$ cat src/rtl/row_scan_ctrl.sv
// row_scan_ctrl: sequencer for a 16:1 single-bit pixel mux.
// It holds one binarized row word on the mux data inputs and steps the select
// from 0 to 15. The selected pixels stream out under valid/ready flow control.
// At the end of each row it publishes the ink statistics: the ones count and
// the first and last set columns.
module row_scan_ctrl #(
  parameter int IWIDTH = 16,
  parameter int CWIDTH = 5
) (
  input  logic              clk,
  input  logic              rst_n,
  input  logic              in_valid,
  output logic              in_ready,
  input  logic [IWIDTH-1:0] in_row,
  input  logic              flush,
  output logic [IWIDTH-1:0] mux_in,
  output logic [3:0]        mux_sel,
  input  logic              mux_bit,
  output logic              bit_valid,
  input  logic              bit_ready,
  output logic              bit_out,
  output logic [3:0]        bit_idx,
  output logic              bit_last,
  output logic              done,
  output logic [CWIDTH-1:0] ones_count,
  output logic [3:0]        first_idx,
  output logic [3:0]        last_idx,
  output logic              row_empty
);

  typedef enum logic [1:0] {
    ST_IDLE,
    ST_SCAN,
    ST_DONE
  } state_t;

  state_t            state;

  // Running statistics for the row currently being scanned.
  logic [CWIDTH-1:0] acc_count;
  logic [3:0]        acc_first;
  logic [3:0]        acc_last;
  logic              acc_seen;

  // Accumulator values that include the bit being accepted this cycle. These
  // values also feed the published statistics on the final column.
  logic [CWIDTH-1:0] count_nx;
  logic [3:0]        first_nx;
  logic [3:0]        last_nx;
  logic              seen_nx;
  logic              xfer;
  logic              hit;

  // A flush blocks a load in the same cycle. The controller accepts rows only in IDLE.
  assign in_ready = (state == ST_IDLE) && !flush;

  // The pixel stream is the external mux output. Its column is the select now being driven.
  assign bit_out  = mux_bit;
  assign bit_idx  = mux_sel;
  assign bit_last = bit_valid && (mux_sel == 4'd15);

  // Fold the pixel being accepted into the running statistics.
  always_comb begin
    // NOTE: every variable gets a default value first, so no path leaves one
    // unassigned. An unassigned path would infer a latch.
    xfer     = bit_valid && bit_ready && !flush;
    hit      = xfer && mux_bit;
    count_nx = acc_count;
    first_nx = acc_first;
    last_nx  = acc_last;
    seen_nx  = acc_seen;
    if (hit) begin
      count_nx = acc_count + CWIDTH'(1);
      last_nx  = mux_sel;
      seen_nx  = 1'b1;
      if (!acc_seen) begin
        first_nx = mux_sel;
      end
    end
  end

  // The row FSM holds the mux operands, the accumulators and the registered outputs.
  always_ff @(posedge clk or negedge rst_n) begin
    // NOTE: state registers use only non-blocking assignments. All flops then
    // update together from values sampled before the edge.
    if (!rst_n) begin
      state      <= ST_IDLE;
      mux_in     <= '0;
      mux_sel    <= 4'd0;
      bit_valid  <= 1'b0;
      done       <= 1'b0;
      acc_count  <= '0;
      acc_first  <= 4'd0;
      acc_last   <= 4'd0;
      acc_seen   <= 1'b0;
      ones_count <= '0;
      first_idx  <= 4'd0;
      last_idx   <= 4'd0;
      row_empty  <= 1'b1;
    end else begin
      done <= 1'b0;
      case (state)
        ST_IDLE: begin
          if (in_valid && in_ready) begin
            mux_in    <= in_row;
            mux_sel   <= 4'd0;
            acc_count <= '0;
            acc_first <= 4'd0;
            acc_last  <= 4'd0;
            acc_seen  <= 1'b0;
            bit_valid <= 1'b1;
            state     <= ST_SCAN;
          end
        end

        ST_SCAN: begin
          if (flush) begin
            // Abandon the row. The statistics from the previous row stay published.
            bit_valid <= 1'b0;
            state     <= ST_IDLE;
          end else if (xfer) begin
            acc_count <= count_nx;
            acc_first <= first_nx;
            acc_last  <= last_nx;
            acc_seen  <= seen_nx;
            if (mux_sel == 4'd15) begin
              bit_valid  <= 1'b0;
              done       <= 1'b1;
              ones_count <= count_nx;
              first_idx  <= first_nx;
              last_idx   <= last_nx;
              row_empty  <= !seen_nx;
              state      <= ST_DONE;
            end else begin
              mux_sel <= mux_sel + 4'd1;
            end
          end
        end

        ST_DONE: begin
          // DONE lasts one cycle, whether or not flush is asserted.
          state <= ST_IDLE;
        end

        default: begin
          bit_valid <= 1'b0;
          state     <= ST_IDLE;
        end
      endcase
    end
  end

endmodule

$ cat config.mk
export PLATFORM = sky130hd
export DESIGN_NAME = row_scan_ctrl
export DESIGN_NICKNAME = d
export VERILOG_FILES = /design/src/rtl/row_scan_ctrl.sv
export SDC_FILE = /design/constraint.sdc
export NUM_CORES = 1
export LEC_CHECK = 0
export ABC_AREA = 0
export CAP_MARGIN = 30
export CORE_UTILIZATION = 30
export CTS_CLUSTER_DIAMETER = 60
export DETAILED_ROUTE_END_ITERATION = 12
export HOLD_SLACK_MARGIN = 0.12
export PLACE_DENSITY = 0.65
export SYNTH_ARGS = -nofsm -noshare
export SYNTH_HDL_FRONTEND = slang
export SYNTH_SLANG_ARGS = --single-unit
$ cat constraint.sdc
create_clock -name clk -period 4.9 [get_ports clk]
set_input_delay 1.47 -clock clk [delete_from_list [all_inputs] [get_ports clk]]
set_output_delay 1.47 -clock clk [all_outputs]
set_load 0.03 [all_outputs]
==> results.txt, run 1 <==
Grt ovf - 0
Root Driver - clkbuf_8
Clk sinks - 52
Area Growth Syn to Fin - 31.5%
Reg clk slew, reported paths - 0.09 ns
Syn_area_per_cell - 11.7 um2
Top-count cell post-synth - dfrtp_1
Largest cells by area after synthesis - dfrtp_1 (50%), mux2_2 (8.4%), mux2_4 (5.3%), a31oi_1 (3.5%), mux2i_1 (3.2%)
Total die area - 0.00882 mm2
I/O Pins - 65
Sequential share of the synthesized area - 51.4%
Global routing's busiest layer - met2
Reg2reg start - bit_idx[0]
RSZ-0062 raised after global routing - no
First-pass GRT wire length - 9380 um
Row cnt - 33
Syn nets - 240
Antenna violations before repair - 0
Crit path time final - 4.44 ns
Slew HR - 49.8%
Hold crit path type - reg2reg
Worst path arrival time - 2.97 ns
Vias/cell - 4.92
Share of cells above drive strength 1 - 17.4%
Startpoint types - primary input
Vias in the first global route - 1,826
Clock Latency Late Sink - 0.31 ns
Final TNS setup - 0 ns
Met1 Resource Use GR - 18.7%
Tot Pwr - 0.00117 W
Synth Cell Area - 0.00253 mm2
Max clock buf depth - 2
ANT cells - 0
Hold buffer count at CTS - 0
Final Setup Violations - 0
Post_cts resized - 0
Core box area - 0.00818 mm2
HPWL Detailed - 3750 um
Worst slew pin tran - 0.753 ns
CTS HTree Levels - 2
Endpoints failing hold - 0
Starting density of the core - 31.0%
Post-synth EDFFs - 0
Initial detailed-routing violation count - 84
CTS tree - yes
FMAX - 225 MHz
Synth Instances - 216
Max rail drop VDD - 0.000123 V
Part of the cycle the worst path needs - 90.7%
WS Path Type - in2out
Postcts setup bufs - 0
DR pass1 iterations - 4
DR vias - 1,844
Req. time, crit path - 3.43 ns
Synth top cells by count - dfrtp_1 (51), mux2_2 (19), nand2_1 (16)
Hold Crit Start - mux_in[2]
Met2 Usage GRT - 21.8%
Pwr/cell area - 352 mW/mm2
Die Y - 93.9 um
Placed cell area - 0.00317 mm2
Layout Utilization - 40.8%
Ys async rst share - 100%
Post-route cell area - 0.00333 mm2
GRT Overall Usage - 13.6%
Cell taking the most area after synthesis - dfrtp_1
Final Wtd Congestion - 0.725
Pin count of the biggest net entering global routing - 33
TritonCTS buffer count - 5
Yosys cell types - 43
Status - finished, final reports clean
Skew final - 0.00875 ns
Crit path max fanout - 8
Synth top area share - 50.4%
Pins over their slew limit - 0
Fin nets - 293
M3 GR Usage - 2.99%
Die Wd - 93.9 um
Max cap viols - 0
I/O Buffers - 64
Beginning of the critical path - flush
Drt total wl - 5520 um
Filler Cells Inserted - 818
Drt drc - 0
Post-route ant nets - 0
WL per Instance - 14.7 um
Top_reg_cell synth - dfrtp_1
Leak - 1.44 nW
Seq cells post-synth - 52
Setup crit end kind - output port
Worst Hold Slack - 0.512 ns
Ys Warns - 0
==> report_power, final <==
part           internal [W]  switching [W]  leakage [nW]
combinational      0.000129       0.000147         0.677
clock              0.000255       0.000144        0.0784
sequential         0.000466      0.0000328         0.684
==> cell usage in the layout, fill, tap and decap left out, drive strengths merged, types with 4 or more instances in the layout <==
| cell | n |
|---|---|
| clkdlybuf4s50 | 63 |
| dfrtp | 51 |
| mux2 | 28 |
| nand2 | 16 |
| a31oi | 14 |
| o21ai | 12 |
| nand3 | 11 |
| mux2i | 8 |
| inv | 7 |
| or3 | 6 |
| clkbuf | 5 |
| buf | 5 |
| o211ai | 4 |
==> layout make-up <==
type	count	area, um2	share of cell area [%]
inverters	7	26.3	0.789
well taps	105	131	3.94
repair buffers	68	666	20.0
multi-input cells	135	1050	31.4
clock inverters	3	90.1	2.70
clock buffers	5	68.8	2.07
flip-flops and latches	52	1300	39.1
==> sequential cells by signal (all words and copies together) (netlist names) <==
name	count
acc_count	5
mux_in	16
last_idx	4
state	2
acc_first	4
acc_seen	1
done	1
acc_last	4
bit_valid	1
row_empty	1
bit_idx	4
first_idx	4
ones_count	5
==> metrics by stage <==
| step | setup slack, ns | std cells |
|---|---|---|
| after floorplan | 1.26 | 216 |
| after global placement | 0.488 | 367 |
| after detailed placement | 0.436 | 367 |
| after CTS | 0.442 | 375 |
| after global routing | 0.414 | 375 |
| final | 0.458 | 375 |
==> layer usage <==
| layer | wire, um | part of all wire (%) |
|---|---|---|
| met1 | 2650 | 48 |
| met2 | 2600 | 47 |
| met3 | 224 | 4.1 |
| met4 | 43 | 0.78 |
| met5 | 0 | 0 |
==> kinds of logic (layout without fill, tap and decap cells) <==
kind of cell | Yosys count | count (layout) | synth area share (%)
xor+xnor | 1 | 1 | 0.346
simple gates | 56 | 56 | 12.9
fa+ha+maj | 2 | 2 | 0.987
compound gates | 40 | 40 | 10.2
buf+inv | 29 | 83 | 7.26
mux | 36 | 36 | 16.9
flops | 52 | 52 | 51.4
==> path summary, 6_finish.rpt <==
check,end,slack (ns),depth (start not counted)
setup / recovery,in_ready,0.46,3
hold / removal,mux_in[2],0.51,1
setup reg to reg,ones_count[1],2.41,4
hold reg to reg,mux_in[2],0.51,1
max in group asynchronous,acc_first[0],2.89,2
min in group asynchronous,acc_last[3],1.22,1
==> critical path: stages <==
cell	delay (ns)
clkdlybuf4s50_1	0.53
nor3_1	0.24
clkdlybuf4s50_1	0.73
No activity file was read; power rests on OpenSTA's default activity.
==> inputs of run 2 (changes only) <==
- CELL_PAD_IN_SITES_DETAIL_PLACEMENT: default -> 2
- CELL_PAD_IN_SITES_GLOBAL_PLACEMENT: default -> 2
- PLACE_DENSITY: 0.65 -> 0.89
==> results.txt, run 2 (synthesis gave the netlist of run 1 again) <==
Status - finished, final reports clean
Post-route cell area - 0.00328 mm2 (-1.6%)
Fin nets - 294 (+0.34%)
Post-route ant nets - 0 (unchanged)
Total die area - 0.00882 mm2 (unchanged)
FF-to-FF End - last_idx[2]
Endpoints failing hold - 0 (unchanged)
Crit path max fanout - 8 (unchanged)
Share of cells above drive strength 1 - 17.7% (+0.30 points)
Placed cell area - 0.00318 mm2 (+0.24%)
Hold path endpoint - ones_count[0]
Reg2reg start - bit_idx[0]
I/O Pins - 65 (unchanged)
RSZ-0062 raised after global routing - no
Largest regs - mux_in x16, acc_count x5, ones_count x5
Final TNS setup - 0 ns (unchanged)
Max clock buf depth - 2 (unchanged)
HPWL Detailed - 4410 um (+18%)
Reg2Reg Depth - 5 (+1)
Hold crit path type - reg2reg
DP Cell Count - 368 (+0.27%)
Vias/cell - 5.04 (+2.4%)
Postcts setup bufs - 0 (unchanged)
Worst path arrival time - 2.95 ns (-0.02 ns)
Worst slew pin tran - 0.671 ns (-0.0823 ns)
Row cnt - 33 (unchanged)
Die Wd - 93.9 um (unchanged)
Hold buffer count at CTS - 0 (unchanged)
Die Y - 93.9 um (unchanged)
Filler Cells Inserted - 868 (+6.1%)
Drt drc - 0 (unchanged)
WHS Path Cells - 1 (unchanged)
Root Driver - clkbuf_8
Reg with most FFs - mux_in
Clk sinks - 52 (unchanged)
Pin count of the biggest net entering global routing - 53 (+61%)
Layout Utilization - 40.1% (-0.66 points)
Pre-CTS setup slack - 0.484 ns (+0.0484 ns)
Pwr/cell area - 317 mW/mm2 (-10%)
DR vias - 1,894 (+2.7%)
Reg2reg setup slack - 2.71 ns (+0.30 ns)
I/O Buffers - 64 (unchanged)
Grt ovf - 0 (unchanged)
Leak - 1.41 nW (-2.0%)
First-pass GRT wire length - 10,800 um (+15%)
Final worst slack - 0.480 ns (+0.0217 ns)
Final Non-Filler Cells - 376 (+0.27%)
CTS tree - yes
Part of the cycle the worst path needs - 90.2% (-0.44 points)
Max cap viols - 0 (unchanged)
Slew HR - 55.3% (+5.5 points)
GRT Overall Usage - 15.9% (+2.3 points)
Final Wtd Congestion - 0.703 (-3.0%)
Reg clk slew, reported paths - 0.09 ns (about the same)
DR pass1 iterations - 4 (unchanged)
Most frequent cells in the layout - clkdlybuf4s50_1 (63), dfrtp_1 (51), mux2_2 (19)
Vias in the first global route - 2,016 (+10%)
Crit path time final - 4.42 ns (-0.0217 ns)
Post_cts resized - 0 (unchanged)
Antenna violations before repair - 0 (unchanged)
Area occupied by registers - 0.00130 mm2 (unchanged)
Commonest non-fill, non-tap cell in the layout - clkdlybuf4s50_1
Max rail drop VDD - 0.000144 V (+17%)
FMAX - 226 MHz (+0.49%)
Beginning of the critical path - flush
Pins over their slew limit - 0 (unchanged)
Area Growth Syn to Fin - 29.4%
Skew final - 0.00510 ns (-0.00365 ns)
Starting density of the core - 31.0% (unchanged)
Initial detailed-routing violation count - 98 (+17%)
WS Path Type - in2out
Hold Crit Start - ones_count[0]
ANT cells - 0 (unchanged)
Setup crit end kind - output port
Drt total wl - 6380 um (+16%)
Req. time, crit path - 3.43 ns (about the same)
CTS HTree Levels - 2 (unchanged)
Final Setup Violations - 0 (unchanged)
Number of flip-flops under the largest register name - 16 (unchanged)
TritonCTS buffer count - 5 (unchanged)
WL per Instance - 17.0 um (+15%)
Startpoint types - primary input
Clock Latency Late Sink - 0.31 ns (about the same)
Footprint of the multi-input gates - 0.00105 mm2 (unchanged)
Core box area - 0.00818 mm2 (unchanged)
-- run 2: cell types whose count changed in the layout (fill, tap and decap cells not counted), sizes merged --
cell,change
bufinv,-3
buf,+1
clkinvlp,+2
clkbuf,+1
-- run 2: how the worst max path moves through the flow --
stage | cells after the start | to | slack, ns
finish | 3 | in_ready | 0.48
global route | 3 | in_ready | 0.43
CTS | 3 | in_ready | 0.48
detailed placement | 3 | in_ready | 0.48
global placement | 3 | in_ready | 0.53
floorplan | 1 | in_ready | 1.26
-- run 2: power by group --
part | internal (W) | switching (W)
Sequential | 0.000466 | 0.0000349
Clock | 0.000115 | 0.000147
Combinational | 0.000128 | 0.000148
Total | 0.000708 | 0.000330
-- run 2: worst max-delay path, stage by stage --
cell and delay, ns:
clkdlybuf4s50_1 0.52, nor3_1 0.24, clkdlybuf4s50_1 0.71
-- run 2: metrics by stage --
step                total power [W]  hold WS [ns]
floorplan                  0.000668         0.498
global placement           0.000780         0.488
detailed placement         0.000789         0.499
CTS                         0.00106         0.522
global route                0.00109         0.542
finish                      0.00104         0.517
-- run 2: routing by layer --
layer  track usage (%)  up-vias  share of wire [%]
met5                 0        -                  0
met4              4.49        0                1.6
met3              2.99        9                2.9
met2              27.2       32                 50
met1              20.4      963                 45
li1                  -      890                  -
-- run 2: final cells by class --
class | instances | share of cell area [%]
clock buffers | 6 | 2.52
flip-flops and latches | 52 | 39.7
well taps | 105 | 4.01
clock inverters | 2 | 0.458
multi-input cells | 135 | 31.9
inverters | 7 | 0.802
repair buffers | 69 | 20.5
